$ cat src/rtl/comparator_seq.sv
// comparator_seq: multi-cycle MSB-first magnitude comparator.
// Compares two WIDTH-bit operands DIGIT bits per clock, with an optional early
// exit on the first differing digit. Signed mode flips both sign bits at capture
// (offset binary), so the digit-serial compare is always unsigned.
module comparator_seq #(
    parameter int unsigned WIDTH      = 8,
    parameter int unsigned DIGIT      = 1,
    parameter int unsigned EARLY_EXIT = 1
) (
    input  logic             clk,
    input  logic             rst_n,
    input  logic             start,
    input  logic             signed_mode,
    input  logic [WIDTH-1:0] A,
    input  logic [WIDTH-1:0] B,
    output logic             busy,
    output logic             done,
    output logic             A_greater_B,
    output logic             A_equal_B,
    output logic             A_less_B
);

    localparam int unsigned NDIG     = WIDTH / DIGIT;
    localparam int unsigned IW       = (NDIG > 1) ? $clog2(NDIG) : 1;
    localparam logic [IW-1:0] LAST_IDX = IW'(NDIG - 1);

    // Flag vector layout: {greater, equal, less}
    localparam logic [2:0] RES_GT = 3'b100;
    localparam logic [2:0] RES_EQ = 3'b010;
    localparam logic [2:0] RES_LT = 3'b001;

    typedef enum logic [1:0] {
        IDLE,
        COMPARE,
        DONE
    } state_t;

    state_t           state_q, state_d;
    logic [IW-1:0]    idx_q, idx_d;
    logic [WIDTH-1:0] a_q, a_d;
    logic [WIDTH-1:0] b_q, b_d;
    logic             diff_q, diff_d;   // a differing digit has been seen
    logic             gt_q, gt_d;       // outcome of that first differing digit
    logic [2:0]       flags_q, flags_d;

    logic [WIDTH-1:0] sign_flip;
    logic [DIGIT-1:0] dig_a;
    logic [DIGIT-1:0] dig_b;
    logic             dig_differ;
    logic             dig_gt;
    logic             last_dig;

    // Operands are shifted left each cycle, so the current digit is always the top slice.
    assign sign_flip  = {signed_mode, {(WIDTH-1){1'b0}}};
    assign dig_a      = a_q[WIDTH-1 -: DIGIT];
    assign dig_b      = b_q[WIDTH-1 -: DIGIT];
    assign dig_differ = (dig_a != dig_b);
    assign dig_gt     = (dig_a > dig_b);
    assign last_dig   = (idx_q == LAST_IDX);

    // State and datapath registers, cleared by the asynchronous reset.
    always_ff @(posedge clk or negedge rst_n) begin
        if (!rst_n) begin
            state_q <= IDLE;
            idx_q   <= '0;
            a_q     <= '0;
            b_q     <= '0;
            diff_q  <= 1'b0;
            gt_q    <= 1'b0;
            flags_q <= '0;
        end else begin
            state_q <= state_d;
            idx_q   <= idx_d;
            a_q     <= a_d;
            b_q     <= b_d;
            diff_q  <= diff_d;
            gt_q    <= gt_d;
            flags_q <= flags_d;
        end
    end

    // Next-state, digit stepping and result selection.
    always_comb begin
        state_d = state_q;
        idx_d   = idx_q;
        a_d     = a_q;
        b_d     = b_q;
        diff_d  = diff_q;
        gt_d    = gt_q;
        flags_d = flags_q;

        unique case (state_q)
            IDLE: begin
                if (start) begin
                    a_d     = A ^ sign_flip;
                    b_d     = B ^ sign_flip;
                    idx_d   = '0;
                    diff_d  = 1'b0;
                    gt_d    = 1'b0;
                    state_d = COMPARE;
                end
            end

            COMPARE: begin
                a_d   = a_q << DIGIT;
                b_d   = b_q << DIGIT;
                idx_d = idx_q + IW'(1);
                if (EARLY_EXIT != 0) begin
                    if (dig_differ) begin
                        flags_d = dig_gt ? RES_GT : RES_LT;
                        state_d = DONE;
                    end else if (last_dig) begin
                        flags_d = RES_EQ;
                        state_d = DONE;
                    end
                end else begin
                    // Only the first differing digit decides; later digits are ignored.
                    if (dig_differ && !diff_q) begin
                        diff_d = 1'b1;
                        gt_d   = dig_gt;
                    end
                    if (last_dig) begin
                        if (diff_q) begin
                            flags_d = gt_q ? RES_GT : RES_LT;
                        end else if (dig_differ) begin
                            flags_d = dig_gt ? RES_GT : RES_LT;
                        end else begin
                            flags_d = RES_EQ;
                        end
                        state_d = DONE;
                    end
                end
            end

            DONE: begin
                state_d = IDLE;
            end

            default: begin
                state_d = IDLE;
            end
        endcase
    end

    assign busy        = (state_q == COMPARE);
    assign done        = (state_q == DONE);
    assign A_greater_B = flags_q[2];
    assign A_equal_B   = flags_q[1];
    assign A_less_B    = flags_q[0];

endmodule

$ cat config.mk
export PLATFORM = sky130hd
export DESIGN_NAME = comparator_seq
export DESIGN_NICKNAME = d
export VERILOG_FILES = /design/src/rtl/comparator_seq.sv
export SDC_FILE = /design/constraint.sdc
export NUM_CORES = 1
export LEC_CHECK = 0
export CORE_ASPECT_RATIO = 1.25
export CORE_MARGIN = 5
export CORE_UTILIZATION = 45
export CTS_CLUSTER_SIZE = 10
export DETAILED_ROUTE_END_ITERATION = 7
export PLACE_DENSITY = 0.73
export SLEW_MARGIN = 20
export SYNTH_ARGS = -nofsm -noshare
export SYNTH_HDL_FRONTEND = slang
export SYNTH_SLANG_ARGS = --single-unit
$ cat constraint.sdc
create_clock -name clk -period 2 [get_ports clk]
set_input_delay 0.3 -clock clk [delete_from_list [all_inputs] [get_ports clk]]
set_output_delay 0.3 -clock clk [all_outputs]
set_load 0.03 [all_outputs]
[Word level (Yosys, flattened, before mapping)]
Index checks and enable logic that the tools add are counted.
W data, S select, Z words.
Word-level totals
  flip-flop bits (word level): 24
  bits of input ports: 20
  word-level logic and storage cells: 34
Operators by class
  add/subtract/negate cells: 1
  order comparisons: 1
  equal/unequal tests: 6
  muxes and demuxes: 13
  bitwise operators: 2
  reduce and logical (&&, ||, !) cells: 6
Operators with widths (count)
  $pmux W8 S2: 2
  $mux W8: 2
  $xor A8 B8 Y8: 2
  $mux W3: 4
  $mux W2: 3
  $pmux W3 S2: 1
  $reduce_and A2 Y1: 3
  $pmux W2 S2: 1
  $reduce_bool A2 Y1: 2
  $add A3 B1 Y3 const B: 1
  $eq A3 B3 Y1 const B: 1
  $ne A3 B1 Y1 const B: 1
  $eq A2 B1 Y1 const B: 1
  $eq A2 B2 Y1 const B: 1
  $logic_not A2 Y1: 1
  $ne A2 B2 Y1 const B: 1
  $gt A1 B1 Y1: 1
  $ne A1 B1 Y1: 1

[Depth between registers and ports, before layout]
  depth after elaboration: 4
  mapped depth: 5

[Worst setup path before layout]
No wires, ideal clock.
  path type: reg2reg
  from: register a_q[7]
  to: register flags_q[0]
  arrival time: 1245 ps
  required time: 1875 ps
  setup slack: 630 ps
  stages on the path, launching flop included: 6
  cells stage by stage: dfrtp_1 -> inv_1 -> ha_1 -> nor2b_4 -> nor2_4 -> mux2_2
Between the ends
  cells in the longest elaborated chain, start to end: 3
  elaborated cells between the ends (all ways): 6
Ends and longest elaborated chain
  start, declared: line 40  | logic [WIDTH-1:0] a_q, a_d;
  start signal, assigned: line 66  | a_q <= '0;
  start signal, assigned: line 74  | a_q <= a_d;
  $gt A1 B1 Y1 / $ne A1 B1 Y1 (equally long branches): line 58, 57
  $mux W3 / $reduce_bool A2 Y1 (equally long branches)
  $mux W3 / $reduce_and A2 Y1 (equally long branches)
  end signal, assigned: line 78  | flags_q <= flags_d;
  end, declared: line 44  | logic [2:0] flags_q, flags_d;
Several ways; a longest one is shown, not always the timed one.
A chain may end at the register's enable or synchronous reset.

[Worst setup path after layout]
  from: register state_q[1]
  to: output port busy
Between the ends
  cells in the longest elaborated chain, start to end: 1
Ends and longest elaborated chain
  start, declared: line 38  | state_t state_q, state_d;
  start signal, assigned: line 72  | state_q <= state_d;
  $eq A2 B1 Y1: line 145  | assign busy = (state_q == COMPARE);
  end, declared: line 16  | output logic busy,
Every way passes these cells.

==> flow_summary.json <==
{
  "path_delay_family": "buffers and inverters",
  "yosysUniqueCellTypes": 25,
  "drc": 0,
  "critPathKind": "register to primary output",
  "vias": 924,
  "cts_made_buffers": 3,
  "drive_above_1_share_pct": 12.1,
  "finalSetupTns_ns": 0,
  "overflow": 0,
  "outcome": "finished, final reports clean",
  "initial_utilization_pct": 46.9,
  "num-nets-final": 158,
  "skew_ns": 0.00504,
  "slew_headroom_pct": 76.3,
  "die_w_um": 55.2,
  "cts_max_level": 1,
  "first_global_vias": 989,
  "ys_seq_area_share_pct": 52.2,
  "vias_per_cell": 5.60,
  "maxCapViolCount": 0,
  "synth_edf_count": 0,
  "die_area_mm2": 0.00368,
  "core_region_area_mm2": 0.00245,
  "synth_seq_cells": 24,
  "syn2layout_area_growth_pct": 25.8,
  "synthesis.area_mm2": 0.00115,
  "clock_latency_ns": 0.31,
  "rows": 20,
  "cts_tree": "yes",
  "worstHoldPathType": "input pin to asynchronous set/reset pin",
  "path_buf_inv": 2,
  "grt_setup_unrepaired": "no",
  "diodes": 0,
  "synth_nets": 130,
  "cp-startpoint": "state_q[1]$_DFFE_PN0P_",
  "finalCritPeriodShare_pct": 90.9,
  "startpoint_type": "register",
  "crit_path_end_kind": "primary output",
  "io_pins": 25,
  "antenna_left": 0,
  "post_cts.repair.setup_buffers": 0,
  "groute.usage.overall_pct": 14.8,
  "drt_pass1_iterations": 4,
  "gp_congestion": 0.711,
  "worst_pin_slew_ns": 0.356,
  "drt_iter0_drc": 25,
  "clock.fmax_ghz": 0.550,
  "avgRoutedWirePerCell_um": 13.9,
  "synthFlopType": "dfrtp_1",
  "antenna_found_initial": 0,
  "setup-violations-final": 0,
  "die_y_um": 66.5,
  "grt_pass1_wl_mm": 4.29,
  "whs_ns": 0.330,
  "grt_max_degree": 25,
  "use_met2_pct": 27.1,
  "path_cells": "nand2b_4 -> inv_1 -> dlygate4sd2_1",
  "clk_pin_slew_ns": 0.12,
  "leakagePower_nw": 0.638,
  "slew_viol_final": 0,
  "fin_crit_ns": 1.82,
  "synth_cells": 106,
  "fin_util_pct": 59.0,
  "grtUsageMet3_pct": 3.10,
  "totalWireLength_mm": 2.29,
  "hold_viol_final": 0,
  "place_ws_ns": 0.235,
  "cp_max_fo": 13,
  "critPathSlowestCell": "dfrtp_1",
  "ys.warnings.count": 0,
  "cp.required_ns": 1.70,
  "cts_sinks": 24,
  "final_cell_mix": "24 x dfrtp_1, 22 x clkdlybuf4s50_1, 18 x o22ai_1",
  "pwr_density_cell_mw_per_mm2": 1320,
  "use_met1_pct": 16.5,
  "ir_drop_uv": 591,
  "critical_path_arrival_ns": 1.52,
  "clockBufferDepth": 2,
  "async_flop_share_pct": 100,
  "cts-root-buf": "clkbuf_4",
  "critical-path-max-stage-delay_ns": 0.44,
  "final_common_cell": "dfrtp_1",
  "portBuffers": 24,
  "rr_startpoint": "a_q[7]$_DFFE_PN0P_",
  "dp_hpwl_mm": 1.77,
  "busiest_layer": "met2",
  "regToRegSetupSlack_ns": 0.54,
  "syn_avg_cell_area_um2": 10.9,
  "setup_ws_ns": 0.183
}
==> synthesized netlist by cell type (2+ instances only) <==
cell type	n	share of area (%)
o22ai_1	18	9.8
a22oi_1	5	3.3
mux2_2	2	2.0
inv_1	3	0.98
buf_4	3	2.0
a22o_1	2	1.5
nand2_1	7	2.3
o21ai_0	7	3.0
dfrtp_1	24	52
xor2_1	2	1.5
ha_1	4	4.3
nor2b_1	2	1.1
a21oi_1	12	5.2
nor2_1	4	1.3
==> cell type report <==
class	count	area, um2
fill	240	1000
sequential	24	601
multi-input combinational	72	490
timing repair buffer	28	272
tap	33	41.3
clock buffer	3	22.5
inverter	5	21.3
==> worst reg2reg max path: cells and delay by family, from the launching register on <==
family	cells	cell delay, ns
simple gates	2	0.25
flops	1	0.41
fa+ha+maj	1	0.30
buf+inv	1	0.06
mux	1	0.34
==> through the flow <==
| stage | instance area (um2) | total power [mW] | std cells |
|---|---|---|---|
| 4_1_cts | 1450 | 1.94 | 165 |
| 2_1_floorplan | 1150 | 1.50 | 106 |
| 3_5_place_dp | 1420 | 1.74 | 162 |
| 5_1_grt | 1450 | 2.09 | 165 |
| 6_report | 1450 | 1.91 | 165 |
| 3_3_place_gp | 1420 | 1.70 | 162 |
==> registers in the layout, summed over array words and instances, names as in the netlist <==
| signal | cells |
|---|---|
| idx_q | 3 |
| b_q | 8 |
| flags_q | 3 |
| a_q | 8 |
| state_q | 2 |
==> path summary, 6_finish.rpt <==
check	end	cells after the start
min in group clk	a_q[1]$_DFFE_PN0P_	2
worst max-delay path	busy	3
worst min-delay path	a_q[1]$_DFFE_PN0P_	2
worst max register to register	flags_q[2]$_DFFE_PN0P_	5
max in group asynchronous	a_q[6]$_DFFE_PN0P_	2
worst min register to register	a_q[1]$_DFFE_PN0P_	2
==> logic make-up after synthesis <==
kind of cell	synth area share (%)
DFF	52.2
adders and majority gates	4.35
muxes	1.96
buffers and inverters	5.22
xor gates and xnor gates	1.52
AOI/OAI and AO/OA	25.3
and+or+nand+nor	9.46
==> routing by layer <==
layer	vias up	share of wire, %
met1	447	41
met2	29	52
li1	444	-
met3	4	5.2
met5	-	0
met4	0	1.4
==> where the power goes <==
group / switching, mW / total, mW / internal [mW] / leakage [nW]
Combinational: 0.462 / 0.867 / 0.405 / 0.331
Clock: 0.132 / 0.203 / 0.0704 / 0.0138
Sequential: 0.150 / 0.839 / 0.689 / 0.293
==> what timing repair did <==
action	in CTS	in global routing
setup endpoints to repair	1	1
resized for setup	1	1
hold buffers	0	0
Note: power is estimated with default switching activity, not from simulation.
